<file path="config.mk">
export PLATFORM = sky130hd
export DESIGN_NAME = stf_seq_ctrl
export DESIGN_NICKNAME = d
export VERILOG_FILES = /design/src/rtl/openofdm_tx_pre_def.sv /design/src/rtl/iq_half_scale.sv /design/src/rtl/stf_seq_ctrl.sv
export SDC_FILE = /design/constraint.sdc
export NUM_CORES = 1
export LEC_CHECK = 0
export ABC_AREA = 0
export BUFFER_PORTS_ARGS = -buffer_cell sky130_fd_sc_hd__buf_2
export CORE_MARGIN = 4
export CORE_UTILIZATION = 50
export CTS_CLUSTER_DIAMETER = 120
export DETAILED_ROUTE_END_ITERATION = 10
export HOLD_SLACK_MARGIN = 0.12
export PLACE_DENSITY = 0.79
export SLEW_MARGIN = 20
export SYNTH_ARGS = -nofsm -noshare
export SYNTH_HDL_FRONTEND = slang
export SYNTH_SLANG_ARGS = --single-unit
</file>
<file path="constraint.sdc">
create_clock -name clk -period 2.2 [get_ports clk]
set_input_delay 0.66 -clock clk [delete_from_list [all_inputs] [get_ports clk]]
set_output_delay 0.66 -clock clk [all_outputs]
set_load 0.01 [all_outputs]
</file>
<file path="src/rtl/openofdm_tx_pre_def.sv">
// Shared definitions for the openofdm_tx preamble path: sequencer states,
// short-symbol length and packed I/Q field layout.
package openofdm_tx_pre_def;

   typedef enum logic [1:0] {
      IDLE  = 2'd0,
      RUN   = 2'd1,
      DRAIN = 2'd2
   } stf_state_t;

   localparam int unsigned STF_SYM_LEN = 16;

   // Packed sample layout: {I, Q}, each 16-bit two's complement
   localparam int unsigned IQ_W      = 32;
   localparam int unsigned IQ_COMP_W = 16;
   localparam int unsigned IQ_I_MSB  = 31;
   localparam int unsigned IQ_I_LSB  = 16;
   localparam int unsigned IQ_Q_MSB  = 15;
   localparam int unsigned IQ_Q_LSB  = 0;

endpackage

</file>
<file path="src/rtl/iq_half_scale.sv">
// Halves both components of a packed I/Q sample with a sign-preserving shift.
// Used for first-sample edge windowing of the preamble fields.
module iq_half_scale
   import openofdm_tx_pre_def::*;
(
   input  logic [IQ_W-1:0] i_iq,
   output logic [IQ_W-1:0] o_iq
);

   logic signed [IQ_COMP_W-1:0] w_i;
   logic signed [IQ_COMP_W-1:0] w_q;

   assign w_i  = i_iq[IQ_I_MSB:IQ_I_LSB];
   assign w_q  = i_iq[IQ_Q_MSB:IQ_Q_LSB];
   assign o_iq = {w_i >>> 1, w_q >>> 1};

endmodule

</file>
<file path="src/rtl/stf_seq_ctrl.sv">
// L-STF sequencer: walks the external 16-entry ROM NUM_REP times and streams
// registered I/Q samples with valid/ready handshake, last marker and done pulse.
module stf_seq_ctrl
   import openofdm_tx_pre_def::*;
#(
   parameter int unsigned NUM_REP   = 10,
   parameter bit          WINDOW_EN = 1'b1
) (
   input  logic        clk,
   input  logic        phy_tx_arestn,
   input  logic        start,
   input  logic        abort,
   output logic [3:0]  rom_addr,
   input  logic [31:0] rom_dout,
   output logic [31:0] stf_data,
   output logic        stf_valid,
   input  logic        stf_ready,
   output logic        stf_last,
   output logic        busy,
   output logic        done
);

   localparam logic [7:0] LAST_IDX = 8'(STF_SYM_LEN * NUM_REP - 1);

   stf_state_t  r_state, w_state_nxt;
   logic [7:0]  r_cnt, w_cnt_nxt;
   logic [31:0] r_data, w_data_nxt;
   logic        r_valid, w_valid_nxt;
   logic        r_last, w_last_nxt;
   logic        r_done, w_done_nxt;
   logic        w_ld;
   logic [31:0] w_scaled;
   logic [31:0] w_ld_data;

   iq_half_scale u_half (
      .i_iq (rom_dout),
      .o_iq (w_scaled)
   );

   // Only burst sample 0 is windowed; later repetition starts pass through
   assign w_ld_data = (WINDOW_EN && (r_cnt == '0)) ? w_scaled : rom_dout;

   always_comb begin
      w_state_nxt = r_state;
      w_cnt_nxt   = r_cnt;
      w_data_nxt  = r_data;
      w_valid_nxt = r_valid;
      w_last_nxt  = r_last;
      w_done_nxt  = 1'b0;
      w_ld        = 1'b0;
      case (r_state)
         IDLE: begin
            if (start) begin
               w_state_nxt = RUN;
               w_cnt_nxt   = '0;
            end
         end
         RUN: begin
            w_ld = !r_valid || stf_ready;
            if (w_ld) begin
               w_data_nxt  = w_ld_data;
               w_valid_nxt = 1'b1;
               w_last_nxt  = (r_cnt == LAST_IDX);
               w_cnt_nxt   = r_cnt + 8'd1;
               if (r_cnt == LAST_IDX) begin
                  w_state_nxt = DRAIN;
               end
            end
         end
         DRAIN: begin
            if (stf_ready) begin
               w_valid_nxt = 1'b0;
               w_last_nxt  = 1'b0;
               w_done_nxt  = 1'b1;
               w_state_nxt = IDLE;
            end
         end
         default: begin
            w_state_nxt = IDLE;
         end
      endcase
      // Abort overrides start and any load in the same cycle
      if (abort) begin
         w_state_nxt = IDLE;
         w_cnt_nxt   = '0;
         w_valid_nxt = 1'b0;
         w_last_nxt  = 1'b0;
         w_done_nxt  = 1'b0;
      end
   end

   always_ff @(posedge clk or negedge phy_tx_arestn) begin
      if (!phy_tx_arestn) begin
         r_state <= IDLE;
         r_cnt   <= '0;
         r_data  <= '0;
         r_valid <= 1'b0;
         r_last  <= 1'b0;
         r_done  <= 1'b0;
      end else begin
         r_state <= w_state_nxt;
         r_cnt   <= w_cnt_nxt;
         r_data  <= w_data_nxt;
         r_valid <= w_valid_nxt;
         r_last  <= w_last_nxt;
         r_done  <= w_done_nxt;
      end
   end

   assign rom_addr  = (r_state == RUN) ? r_cnt[3:0] : '0;
   assign stf_data  = r_data;
   assign stf_valid = r_valid;
   assign stf_last  = r_last;
   assign done      = r_done;
   assign busy      = (r_state == RUN) || (r_state == DRAIN);

endmodule

</file>
==> out/results.env <==
OUTCOME='complete, no violations'
SYNTH_SEQ_CELLS=45
WORST_FLOP_TO_FLOP_PATH_STARTPOINT='r_state[1]'
FINAL-INSTANCE-COUNT-EXCL-FILL=369
FINAL-HOLD-VIOLATION-COUNT=0
SYNTHTOPCELLSBYCOUNT='sky130_fd_sc_hd__dfrtp_1 (45), sky130_fd_sc_hd__nor2_1 (35), sky130_fd_sc_hd__a21oi_1 (34)'
SETUP_TOTAL_NEGATIVE_SLACK_NS=0
YS_WARN_COUNT=0
WORST_TRAN_PIN_VALUE_NS=0.511
MIN_PATH_TYPE='input port to async pin'
CELLPOWERDENSITY_nW_PER_UM2=1300
MAX_CAP_VIOL_COUNT=0
AVGVIACOUNTPERCELL=5.44
ROOT_BUFFER='sky130_fd_sc_hd__clkbuf_8'
CLK_PIN_SLEW_WORST_PATHS_NS=0.09
SETUP_VIOL=0
SYNTH.AVG_CELL_AREA_SQ_UM=9.93
SYNTHMOSTINSTANTIATEDCELL='sky130_fd_sc_hd__dfrtp_1'
CRITPATHREQUIREDTIME_NS=1.54
ANT_NETS=0
WORST_R2R_PATH_DEPTH=6
ARRIVAL_TIME_OF_DATA_AT_THE_CRITICAL_PATH_ENDPOINT_NS=1.42
FLOORPLAN.INITIALDENSITY_PCT=53.0
GRT_START_MAX_NET_PINS=24
DRT_PRE_ANTENNA_ITERS=4
CRIT_CHAIN='inv_1, ha_2, and2_1, buf_2'
WL_MICRONS=5200
NUM_ROWS=24
RATIO_OF_CELLS_WITH_DRIVE_ABOVE_1_IN_THE_FINAL_LAYOUT_PCT=31.9
DIE-AREA_SQ_UM=5870
WORST_PATH_LARGEST_CELL_DELAY_NS=0.38
FINAL_MIN_PERIOD_OVER_CLOCK_PERIOD_PCT=94.7
TIMING.HOLD.WS_NS=0.315
FIRST_GLOBAL_VIAS=1912
CLK_LATENCY_NS=0.30
FF2FF_SETUP_SLACK_NS=0.42
SYNTHESIS.NETS=280
LAYOUT.NETS=359
STARTPOINT_TYPE='flip-flop'
TOTAL_LEAKAGE_POWER_nW=1.32
ANTENNADIODECOUNT=0
MULTI_INPUT_AREA_SQ_UM=1120
TIMING.MAX_SLEW.REL_SLACK_PCT=66.0
SYNTH_LARGEST_TYPE_AREA_FRACTION_PCT=47.8
CRITICAL_PATH_CLASS='flip-flop to output pin'
DRT-WIRELENGTH-PER-CELL_MICRONS=14.1
DIE-WIDTH_MICRONS=76.6
REGAREA_SQ_UM=1130
SYNTHTOPCELLSBYAREA='sky130_fd_sc_hd__dfrtp_1 (48%), sky130_fd_sc_hd__mux2i_1 (14%), sky130_fd_sc_hd__a21oi_1 (7.2%)'
TRITONCTS='done'
WORSTPATHMAXFANOUT=14
CORE_REGION_AREA_SQ_UM=4440
NUMBER_OF_ANTENNA_VIOLATIONS_AT_THE_FIRST_CHECK_IN_GLOBAL_ROUTING=0
FINALCRITICALPERIOD_NS=2.08
DIE_HEIGHT_MICRONS=76.6
VIAS=2007
GP_CONGESTION=0.854
NUM_IO_PINS=77
WORST_IR_DROP_VDD_V=0.000558
TIMING.CLOCK.SKEW_NS=0.00744
GRT.TOTAL_USAGE_PCT=18.0
FILLER_CELL_COUNT_IN_THE_FINAL_LAYOUT=373
SYN-INSTANCE-COUNT=237
CRIT_SLOWEST_CELL='sky130_fd_sc_hd__dfrtp_1'
RSZ0062_AT_GRT='no'
END_OF_THE_WORST_REGISTER_TO_REGISTER_PATH='stf_data[10]'
CTS_MAX_PATH_BUFFERS=2
PLACE.DETAILED.INSTANCES=361
FIRST_ITER_VIOLATIONS=81
SYNTH-SEQ-AREA-SHARE_PCT=47.8
FINAL_MAX_SLEW_VIOL_COUNT=0
AREAGROWTHSYNTHTOFINISH_PCT=25.6
CP_TOP_FAMILY='flip-flops'
MAX_FREQ_MHz=480
DP_HPWL_MICRONS=3950
CLOCK_TREE.HTREE_LEVEL_COUNT=2
GLOBAL_ROUTE.OVERFLOW_TOTAL=0
CTS.SINKS=45
CRITICAL_PATH.N_BUFFERS_INVERTERS=2
NETLIST_AREA_SQ_UM=2350
NUMCTSBUFFERS=5
SYNTHARSTFLOPSHARE_PCT=100
FIRST_PASS_GRT_WIRE_LENGTH_MICRONS=8670
KIND_OF_CAPTURE_POINT_OF_THE_WORST_SETUP_PATH='output pin'
NUMPORTBUFFERS=76
SYNTH_FLOP_CELL='sky130_fd_sc_hd__dfrtp_1'
REMAINING_DRC_ERRORS=0
POST_SYNTH_EDFFS=0
SYNTH_CELL_TYPE_COUNT=35
POST-SYNTH-TOP-AREA-CELL='sky130_fd_sc_hd__dfrtp_1'
==> state kept, by name, summed over array words and instances, names as in the netlist <==
signal,cells
r_state,2
stf_valid,1
stf_data,32
stf_last,1
done,1
r_cnt,8
==> through the flow <==
stage	util (%)	setup WS [ns]	total power, mW	area [sq um]
after CTS	66.5	0.108	3.88	2960
after floorplan	-	0.218	2.50	2350
after detailed placement	63.3	0.265	3.13	2820
after global placement	63.3	0.357	3.05	2820
final	66.5	0.118	3.84	2960
after global routing	66.5	0.0309	4.13	2960
==> per-layer routing <==
metal	part of all wire (%)	vias up	wire length (microns)	track usage (%)
met5	0	-	0	0
met4	1.3	0	65	5.43
met3	5.8	7	304	5.08
met1	44	950	2300	22.4
met2	49	57	2530	30.1
li1	-	993	-	-
==> worst max path at each step <==
| stage | end | from | depth (start not counted) | slack [ns] |
|---|---|---|---|---|
| 5_1_grt | rom_addr[3] | r_state[1] | 4 | 0.03 |
| 3_3_place_gp | stf_data[15] | r_state[1] | 4 | 0.36 |
| 3_5_place_dp | stf_data[10] | r_state[1] | 6 | 0.27 |
| 6_report | rom_addr[0] | r_state[1] | 4 | 0.12 |
| 2_1_floorplan | rom_addr[0] | r_state[1] | 5 | 0.22 |
| 4_1_cts | rom_addr[0] | r_state[1] | 4 | 0.11 |
==> report_power, final <==
part	internal (mW)	switching, mW
logic	0.762	0.995
clock network	0.457	0.289
registers	1.15	0.181
total	2.37	1.47
==> cells in the final DEF (no fill, tap or decap), types with 2 or more instances in the layout <==
| cell | Yosys | layout |
|---|---|---|
| sky130_fd_sc_hd__buf_2 | 4 | 76 |
| sky130_fd_sc_hd__dfrtp_1 | 45 | 45 |
| sky130_fd_sc_hd__nor2_1 | 35 | 35 |
| sky130_fd_sc_hd__a21oi_1 | 34 | 34 |
| sky130_fd_sc_hd__mux2i_1 | 33 | 33 |
| sky130_fd_sc_hd__inv_1 | 9 | 9 |
| sky130_fd_sc_hd__buf_4 | 4 | 9 |
| sky130_fd_sc_hd__nor3_1 | 7 | 7 |
| sky130_fd_sc_hd__nand2_1 | 6 | 6 |
| sky130_fd_sc_hd__nor2b_1 | 5 | 5 |
| sky130_fd_sc_hd__ha_1 | 6 | 5 |
| sky130_fd_sc_hd__clkbuf_8 | 0 | 5 |
| sky130_fd_sc_hd__and2_1 | 5 | 4 |
| sky130_fd_sc_hd__nand4_1 | 4 | 4 |
| sky130_fd_sc_hd__nand3_1 | 4 | 4 |
| sky130_fd_sc_hd__o21ai_0 | 4 | 4 |
| sky130_fd_sc_hd__o32ai_1 | 4 | 4 |
| sky130_fd_sc_hd__a31oi_1 | 3 | 3 |
| sky130_fd_sc_hd__mux2_1 | 2 | 2 |
| sky130_fd_sc_hd__nand2b_1 | 2 | 2 |
| sky130_fd_sc_hd__bufinv_16 | 0 | 2 |
==> cell families after synthesis <==
logic type               count (synthesis)  share of synthesized area (%)
buffers and inverters                   23                           4.52
adder cells (fa/ha/maj)                  6                           3.19
flip-flops                              45                           47.8
AO/OA/AOI/OAI                           54                           14.4
AND/OR/NAND/NOR                         74                           15.1
multiplexers                            35                           15.0
==> cell type report <==
cell class	count	share of cell area [%]
clock buffer	5	2.33
sequential	45	38.1
tap	52	2.20
multi-input combinational	169	38.1
inverter	9	1.14
clock inverter	3	2.33
timing repair buffer	86	15.8
==> what timing repair did <==
item / 4_1_cts / 5_1_grt
hold buffers: 0 / 0
endpoints found under the setup margin: 3 / 0
gates resized for setup: 1 / 0
buffers inserted: 0 / 0
No activity file was read; power rests on OpenSTA's default activity.
